`src/rtl/easy6502_pkg.sv`:
```
// rtl/easy6502_pkg.sv - shared constants for the easy6502 system
//
// Grant encoding used by the RAM arbiter and the default geometry of the
// 2 KiB system RAM.
package easy6502_pkg;

  localparam logic GNT_CPU = 1'b0;
  localparam logic GNT_SCR = 1'b1;

  localparam int RAM_ADDR_W = 11;
  localparam int RAM_DATA_W = 8;

endpackage

```
`src/rtl/sat_counter.sv`:
```
// rtl/sat_counter.sv - saturating up-counter
//
// Counts cycles with inc high and sticks at all-ones.
// Ports:
//   clk, reset : clock, synchronous active-high reset (clears count)
//   inc        : count enable
//   count      : current value
module sat_counter #(
  parameter int W = 16
) (
  input  logic         clk,
  input  logic         reset,
  input  logic         inc,
  output logic [W-1:0] count
);

  always_ff @(posedge clk) begin
    if (reset) begin
      count <= '0;
    end else if (inc && (count != {W{1'b1}})) begin
      count <= count + 1'b1;
    end
  end

endmodule

```
`src/rtl/ram_arbiter.sv`:
```
// rtl/ram_arbiter.sv - single-port RAM arbiter between the 6502 core and screen fetch
//
// The screen fetch port has priority; the CPU is stalled through cpu_rdy when
// it loses the port. After MAX_BURST consecutive screen grants one CPU slot is
// forced (MAX_BURST=0 disables the guard). Read data returns one cycle after
// the grant; the CPU keeps seeing the data of its last granted access while
// stalled.
//
// Optional feature macro: RAM_ARB_STATS_EN adds the stall_count port.
//
// Ports:
//   clk, reset              : clock, synchronous active-high reset
//   cpu_addr/wdata/we       : CPU bus (held by the core while cpu_rdy=0)
//   cpu_rdata, cpu_rdy      : CPU read data and ready/stall
//   scr_req, scr_addr       : screen read request
//   scr_ready               : screen request accepted this cycle
//   scr_rdata, scr_rvalid   : screen read data and its valid strobe
//   ram_addr/wdata/we       : single RAM port
//   ram_rdata               : RAM read data (one cycle latency)
//   stall_count             : cycles with cpu_rdy=0, saturating (RAM_ARB_STATS_EN)
module ram_arbiter
  import easy6502_pkg::*;
#(
  parameter int ADDR_W    = RAM_ADDR_W,
  parameter int DATA_W    = RAM_DATA_W,
  parameter int MAX_BURST = 8
) (
  input  logic              clk,
  input  logic              reset,
  input  logic [ADDR_W-1:0] cpu_addr,
  input  logic [DATA_W-1:0] cpu_wdata,
  input  logic              cpu_we,
  output logic [DATA_W-1:0] cpu_rdata,
  output logic              cpu_rdy,
  input  logic              scr_req,
  input  logic [ADDR_W-1:0] scr_addr,
  output logic              scr_ready,
  output logic [DATA_W-1:0] scr_rdata,
  output logic              scr_rvalid,
  output logic [ADDR_W-1:0] ram_addr,
  output logic [DATA_W-1:0] ram_wdata,
  output logic              ram_we,
  input  logic [DATA_W-1:0] ram_rdata
`ifdef RAM_ARB_STATS_EN
  ,
  output logic [15:0]       stall_count
`endif
);

  // MAX_BURST=0 would give a zero-width counter; keep one bit that stays 0.
  localparam int BW = (MAX_BURST > 0) ? $clog2(MAX_BURST + 1) : 1;
  localparam logic [BW-1:0] BURST_LIM = BW'(MAX_BURST);

  logic              grant;
  logic              last_grant;
  logic [BW-1:0]     burst_cnt;
  logic [DATA_W-1:0] hold_q;
  logic              burst_ok;

  // Per-cycle grant: screen wins unless the burst guard forces a CPU slot.
  always_comb begin
    burst_ok = (MAX_BURST == 0) || (burst_cnt < BURST_LIM);
    grant    = (scr_req && !reset && burst_ok) ? GNT_SCR : GNT_CPU;
  end

  // Port mux. Write data is always the CPU's; it is ignored on screen grants
  // because ram_we is held low.
  always_comb begin
    ram_wdata = cpu_wdata;
    if (grant == GNT_SCR) begin
      ram_addr = scr_addr;
      ram_we   = 1'b0;
    end else begin
      ram_addr = cpu_addr;
      ram_we   = cpu_we && !reset;
    end
  end

  assign cpu_rdy   = (grant == GNT_CPU);
  assign scr_ready = (grant == GNT_SCR);

  // Return path: the RAM output belongs to whoever was granted last cycle.
  assign scr_rvalid = (last_grant == GNT_SCR);
  assign scr_rdata  = ram_rdata;
  // While stalled the CPU sees the last data it was given, never screen data.
  assign cpu_rdata  = reset ? '0 : ((last_grant == GNT_CPU) ? ram_rdata : hold_q);

  always_ff @(posedge clk) begin
    if (reset) begin
      last_grant <= GNT_CPU;
      hold_q     <= '0;
      burst_cnt  <= '0;
    end else begin
      last_grant <= grant;
      if (last_grant == GNT_CPU) begin
        hold_q <= ram_rdata;
      end
      if (grant == GNT_CPU) begin
        burst_cnt <= '0;
      end else if (MAX_BURST != 0) begin
        // A screen grant implies burst_cnt < MAX_BURST, so this cannot overshoot.
        burst_cnt <= burst_cnt + 1'b1;
      end
    end
  end

`ifdef RAM_ARB_STATS_EN
  sat_counter #(
    .W(16)
  ) u_stall_cnt (
    .clk  (clk),
    .reset(reset),
    .inc  (!cpu_rdy),
    .count(stall_count)
  );
`else
  // Statistics disabled: no stall counter is built.
`endif

endmodule

```
`config.mk`:
```
export PLATFORM = sky130hd
export DESIGN_NAME = ram_arbiter
export DESIGN_NICKNAME = d
export VERILOG_FILES = /design/src/rtl/easy6502_pkg.sv /design/src/rtl/sat_counter.sv /design/src/rtl/ram_arbiter.sv
export SDC_FILE = /design/constraint.sdc
export NUM_CORES = 1
export LEC_CHECK = 0
export CORE_MARGIN = 1.5
export CORE_UTILIZATION = 28
export DETAILED_ROUTE_END_ITERATION = 8
export GPL_ROUTABILITY_DRIVEN = 0
export PLACE_DENSITY_LB_ADDON = 0.05
export SLEW_MARGIN = 20
export SYNTH_ARGS = -nofsm -noshare
export SYNTH_HDL_FRONTEND = slang
export SYNTH_SLANG_ARGS = --single-unit
```
`constraint.sdc`:
```
create_clock -name clk -period 1.7 [get_ports clk]
set_input_delay 0.255 -clock clk [delete_from_list [all_inputs] [get_ports clk]]
set_output_delay 0.255 -clock clk [all_outputs]
set_load 0.005 [all_outputs]
```
==> results.sh, run 1 <==
export IMPL_status="finished with violations"
export IMPL_violations="negative setup slack"
export IMPL_vias_per_cell=4.26
export IMPL_maxCapViolations=0
export IMPL_synth_most_common_cell="buf_4"
export IMPL_ant_nets=0
export IMPL_setup_viol=12
export IMPL_ys_warn_count=0
export IMPL_hp_class="reg -> reg"
export IMPL_crit_path_end_kind="output pin"
export IMPL_place_area_um2=1330
export IMPL_critPathRequiredTime_ps=1440
export IMPL_fin_tns_setup_ps=-1450
export IMPL_final_cell_area_um2=1460
export IMPL_syn_num_nets=114
export IMPL_hold_path_startpoint="burst_cnt[1]"
export IMPL_antenna_found_initial=0
export IMPL_start_util=0.298
export IMPL_wl_per_cell_um=11.1
export IMPL_die_area_um2=2980
export IMPL_worst_slew_pin_slew_ps=221
export IMPL_grt_first_pass_wirelength_mm=2.57
export IMPL_coreArea_um2=2500
export IMPL_rsz0062_at_grt="yes"
export IMPL_p_per_area_nw_per_um2=540
export IMPL_grt_pass1_vias=624
export IMPL_fin_nets=178
export IMPL_die_width_um=54.6
export IMPL_crit_type="reg -> out"
export IMPL_postCtsHoldBufs=0
export IMPL_synth_top_area_frac=0.350
export IMPL_synth_commonest_cells="16 x buf_4, 13 x dfxtp_1, 11 x nor2_1, 8 x mux2i_1, 6 x mux2_4"
export IMPL_clk_pin_slew_worst_paths_ps=70
export IMPL_multi_input_area_um2=359
export IMPL_crit_chain="nor3b_4 -> clkinvlp_4 -> buf_6 -> mux2_4 -> buf_6"
export IMPL_area_delta_synth_final_pct=95.6
export IMPL_root_buffer="clkbuf_4"
export IMPL_power_leakage_uw=0.000674
export IMPL_hpwlAfterDp_mm=1.41
export IMPL_crit_fanout=6
export IMPL_fill_cells=216
export IMPL_portBuffers=64
export IMPL_slew_limit_headroom=0.852
export IMPL_finalHoldViolations=0
export IMPL_synth_seq_area_share=0.350
export IMPL_ys_seq_elements=13
export IMPL_cts_buffers=3
export IMPL_synth_area_leaders="dfxtp_1 35%, buf_4 16%, mux2_4 12%"
export IMPL_via_count=699
export IMPL_power_total_uw=786
export IMPL_async_flop_share=0
export IMPL_grt_overflow=0
export IMPL_ir_worst_vdd_mv=0.316
export IMPL_rows=18
export IMPL_cts_path_max_buffers=2
export IMPL_drive_gt1_frac=0.313
export IMPL_synthCells=71
export IMPL_die_y_um=54.6
export IMPL_regArea_um2=262
export IMPL_placed_cells=152
export IMPL_finalWorstSetupSlack_ps=-201
export IMPL_fin_crit_sh=1.12
export IMPL_finalCoreUtilization=0.583
export IMPL_cts_tree="done"
export IMPL_worstReg2RegStart="burst_cnt[3]"
export IMPL_layoutNonFillerInstCount=164
export IMPL_critical_path_max_stage_delay_ps=340
export IMPL_grt_use_total=0.126
export IMPL_synth_largest_area_cell="dfxtp_1"
export IMPL_critPathArrivalTime_ps=1650
export IMPL_worst_path_buf_inv=3
export IMPL_yosysUniqueCellTypes=17
export IMPL_worstSkewPairLatency_ps=270
export IMPL_synth_enable_flop_cells=0
export IMPL_fin_crit_ps=1900
export IMPL_crit_top_cell="buf_6"
export IMPL_max_freq_mhz=526
export IMPL_synth_flop_cell="dfxtp_1"
export IMPL_cts_sinks=13
export IMPL_cp_slowest_cell="dfxtp_2"
export IMPL_crit_family="buffers and inverters"
export IMPL_setup_worst_path_start="burst_cnt[3]"
export IMPL_grt_max_degree=11
export IMPL_drc=0
export IMPL_drtIter0Drc=4
export IMPL_ios=81
export IMPL_diodes=0
export IMPL_synth_avg_cell_area_um2=10.5
export IMPL_clock_skew_ps=1.53
export IMPL_dr_pass1_iters=4
export IMPL_worstSetupStartpointType="register"
export IMPL_htree_levels=1
export IMPL_drv_slew=0
export IMPL_drt_total_wl_mm=1.82
export IMPL_syn_area_um2=744
-- final cells by class --
type                       instances  share of cell area
clock buffer                       4              0.0180
multi-input combinational         38               0.247
inverter                           1             0.00601
sequential                        13               0.180
timing repair buffer              77               0.519
timing repair inverter             1             0.00515
tap                               30              0.0258
-- where the power goes --
group	switching, µW	internal [µW]
Sequential	4.52	320
Combinational	79.7	201
Clock	90.1	90.7
-- layer usage --
| layer | track usage | wire length [µm] | up-vias |
|---|---|---|---|
| li1 | - | - | 345 |
| met1 | 0.129 | 676 | 311 |
| met2 | 0.219 | 935 | 41 |
| met3 | 0.0410 | 208 | 2 |
| met4 | 0.0792 | 4 | 0 |
| met5 | 0 | 0 | - |
-- cells by family (layout without fill, tap and decap cells) --
kind of cell / Yosys count / count (layout) / synth area share
mux: 19 / 19 / 0.304
simple gates: 17 / 17 / 0.124
fa+ha+maj: 1 / 1 / 0.0168
flops: 13 / 13 / 0.350
buf+inv: 20 / 83 / 0.193
xor+xnor: 1 / 1 / 0.0118
-- stage by stage --
step | setup WS, ps | hold slack (ps)
finish | -201 | 456
global placement | -449 | 436
floorplan | 361 | 417
detailed placement | -467 | 447
CTS | -232 | 461
global route | -288 | 479
-- cell usage in the layout, fill, tap and decap left out --
master | synthesis | layout
buf_4 | 16 | 8
and2_1 | 1 | 1
clkdlybuf4s15_1 | 0 | 1
nor3b_4 | 1 | 1
nor2_1 | 11 | 11
dfxtp_2 | 0 | 1
inv_6 | 0 | 1
clkbuf_1 | 1 | 1
buf_6 | 1 | 16
dlygate4sd2_1 | 0 | 12
xnor2_1 | 1 | 1
ha_1 | 1 | 1
nor2b_1 | 1 | 1
nand3_1 | 1 | 1
clkinvlp_4 | 0 | 1
dfxtp_1 | 13 | 12
nor3b_1 | 2 | 2
mux2i_1 | 8 | 8
mux2_4 | 6 | 11
clkdlybuf4s50_1 | 0 | 40
clkbuf_4 | 0 | 3
-- worst paths after layout --
| kind | cells past startpoint | slack (ps) | to |
|---|---|---|---|
| setup / recovery | 5 | -200 | ram_addr[6] |
| hold / removal | 2 | 460 | burst_cnt[3] |
| setup reg to reg | 5 | 430 | burst_cnt[3] |
| hold reg to reg | 2 | 460 | burst_cnt[3] |
-- state kept, by name, indices dropped and copies added, names as in the netlist --
name,count
hold_q,8
burst_cnt,4
scr_rvalid,1
-- tightest hold or removal path, cell delays in order (launching register included) --
cell and delay [ps]:
dfxtp_1 320, nand3_1 70, nor2_1 30
-- timing repair --
action / CTS / global route
pin swaps: 2 / 1
gates cloned: 1 / 0
endpoints found under the setup margin: 22 / 13
resized for setup: 81 / 2
setup buffers: 8 / 1
Power figures use the tool's default switching activity.
==> inputs of run 2 (changes only) <==
--- a/config.mk
+++ b/config.mk
@@ -5,6 +5,7 @@
 export SDC_FILE = /design/constraint.sdc
 export NUM_CORES = 1
 export LEC_CHECK = 0
+export CAP_MARGIN = 40
 export CORE_MARGIN = 1.5
 export CORE_UTILIZATION = 28
 export DETAILED_ROUTE_END_ITERATION = 8
==> results of run 2 <==
Final layout, timing and power as in run 1 (identical DEF).
==> inputs of run 3 (changes only) <==
--- a/config.mk
+++ b/config.mk
@@ -7,7 +7,7 @@
 export LEC_CHECK = 0
 export CAP_MARGIN = 40
 export CORE_MARGIN = 1.5
-export CORE_UTILIZATION = 28
+export CORE_UTILIZATION = 30
 export DETAILED_ROUTE_END_ITERATION = 8
 export GPL_ROUTABILITY_DRIVEN = 0
 export PLACE_DENSITY_LB_ADDON = 0.05
==> constraint.sdc (replaced) <==
create_clock -name clk -period 2.2 [get_ports clk]
set_input_delay 0.33 -clock clk [delete_from_list [all_inputs] [get_ports clk]]
set_output_delay 0.33 -clock clk [all_outputs]
set_load 0.005 [all_outputs]
==> results.sh, run 3 (same netlist as run 1, synthesis figures left out) <==
export IMPL_status="complete, no violations"
export IMPL_power_total_uw=582
export IMPL_coreArea_um2=2280
export IMPL_critPathArrivalTime_ps=1740
export IMPL_drive_gt1_frac=0.175
export IMPL_p_per_area_nw_per_um2=434
export IMPL_layout_common_cells="53 x clkdlybuf4s50_1, 13 x dfxtp_1, 11 x nor2_1, 11 x dlygate4sd2_1, 8 x mux2i_1"
export IMPL_final_common_cell="clkdlybuf4s50_1"
export IMPL_critPathRequiredTime_ps=1870
export IMPL_power_leakage_uw=0.000566
export IMPL_wl_per_cell_um=11.4
export IMPL_diodes=0
export IMPL_portBuffers=64
export IMPL_final_cell_area_um2=1340
export IMPL_grt_use_total=0.121
export IMPL_finalCoreUtilization=0.589
export IMPL_rsz0062_at_grt="no"
export IMPL_place_area_um2=1310
export IMPL_setup_viol=0
export IMPL_top_register="hold_q"
export IMPL_drtIter0Drc=3
export IMPL_crit_fanout=13
export IMPL_rows=17
export IMPL_htree_levels=1
export IMPL_die_y_um=52.8
export IMPL_antenna_found_initial=0
export IMPL_drt_total_wl_mm=1.76
export IMPL_grt_first_pass_wirelength_mm=2.52
export IMPL_fin_tns_setup_ps=0
export IMPL_hold_path_startpoint="burst_cnt[0]"
export IMPL_start_util=0.327
export IMPL_hp_class="reg -> reg"
export IMPL_via_count=660
export IMPL_r2r_cells=5
export IMPL_ios=81
export IMPL_finalWorstSetupSlack_ps=133
export IMPL_fin_nets=170
export IMPL_grt_pass1_vias=606
export IMPL_drc=0
export IMPL_hold_end="burst_cnt[0]"
export IMPL_worst_slew_pin_slew_ps=476
export IMPL_hpwlAfterDp_mm=1.42
export IMPL_drv_slew=0
export IMPL_fin_crit_sh=0.939
export IMPL_die_width_um=52.8
export IMPL_cts_buffers=3
export IMPL_fill_cells=203
export IMPL_max_freq_mhz=484
export IMPL_die_area_um2=2790
export IMPL_crit_path_end_kind="output pin"
export IMPL_grt_overflow=0
export IMPL_r2r_end="burst_cnt[2]"
export IMPL_root_buffer="clkbuf_4"
export IMPL_grt_max_degree=14
export IMPL_maxCapViolations=0
export IMPL_slew_limit_headroom=0.682
export IMPL_worstReg2RegStart="burst_cnt[3]"
export IMPL_crit_type="reg -> out"
export IMPL_dr_pass1_iters=3
export IMPL_cts_sinks=13
export IMPL_pre_cts_ws_ps=-140
export IMPL_area_delta_synth_final_pct=80.0
export IMPL_clk_pin_slew_worst_paths_ps=70
export IMPL_worstSetupStartpointType="register"
export IMPL_ant_nets=0
export IMPL_fin_crit_ps=2070
export IMPL_cts_path_max_buffers=2
export IMPL_clock_skew_ps=2.04
export IMPL_worstSkewPairLatency_ps=270
export IMPL_whs_path_depth=1
export IMPL_finalHoldViolations=0
export IMPL_cts_tree="done"
export IMPL_vias_per_cell=4.29
export IMPL_rrSetupSlack_ps=1030
export IMPL_ir_worst_vdd_mv=0.386
export IMPL_largest_reg_flops=8
run 3: cell type report:
| cell class | instances | area (µm²) | area share |
|---|---|---|---|
| Tap cell | 28 | 35.0 | 0.0261 |
| Inverter | 1 | 6.26 | 0.00467 |
| Multi-Input combinational cell | 38 | 340 | 0.254 |
| Sequential cell | 13 | 260 | 0.194 |
| Clock buffer | 4 | 26.3 | 0.0196 |
| Timing Repair Buffer | 70 | 672 | 0.501 |
run 3: power breakdown:
group | switching, µW | internal (µW) | total [µW]
clock network | 69.6 | 70.1 | 140
logic | 49.9 | 138 | 188
registers | 7.13 | 247 | 254
run 3: how the worst max path moves through the flow:
stage	startpoint	end	slack [ps]	cells after the start
global route	burst_cnt[3]	ram_addr[10]	40	4
detailed placement	scr_req	ram_addr[7]	-140	5
finish	burst_cnt[3]	ram_addr[10]	130	4
CTS	burst_cnt[3]	ram_addr[10]	120	4
floorplan	reset	ram_addr[0]	770	4
global placement	reset	ram_addr[7]	-130	5
run 3: critical path, stage by stage (launching register included):
cell,delay (ps)
dfxtp_1,350
nor3b_4,260
inv_4,130
mux2_2,240
clkdlybuf4s50_1,490
run 3: what timing repair did:
| action | in CTS | in global routing |
|---|---|---|
| hold buffers | 0 | 0 |
| endpoints found under the setup margin | 11 | 0 |
| gates resized for setup | 12 | 0 |
| setup buffers | 2 | 0 |
run 3: per-layer routing:
metal  part of all wire  global-route usage
met5                  0                   0
met1               0.41               0.141
met4             0.0023              0.0256
met2               0.46               0.200
met3               0.13              0.0571
run 3: through the flow:
step	cells	hold slack, ps
floorplan	71	417
finish	154	447
CTS	154	454
global placement	148	431
detailed placement	148	444
global route	154	463
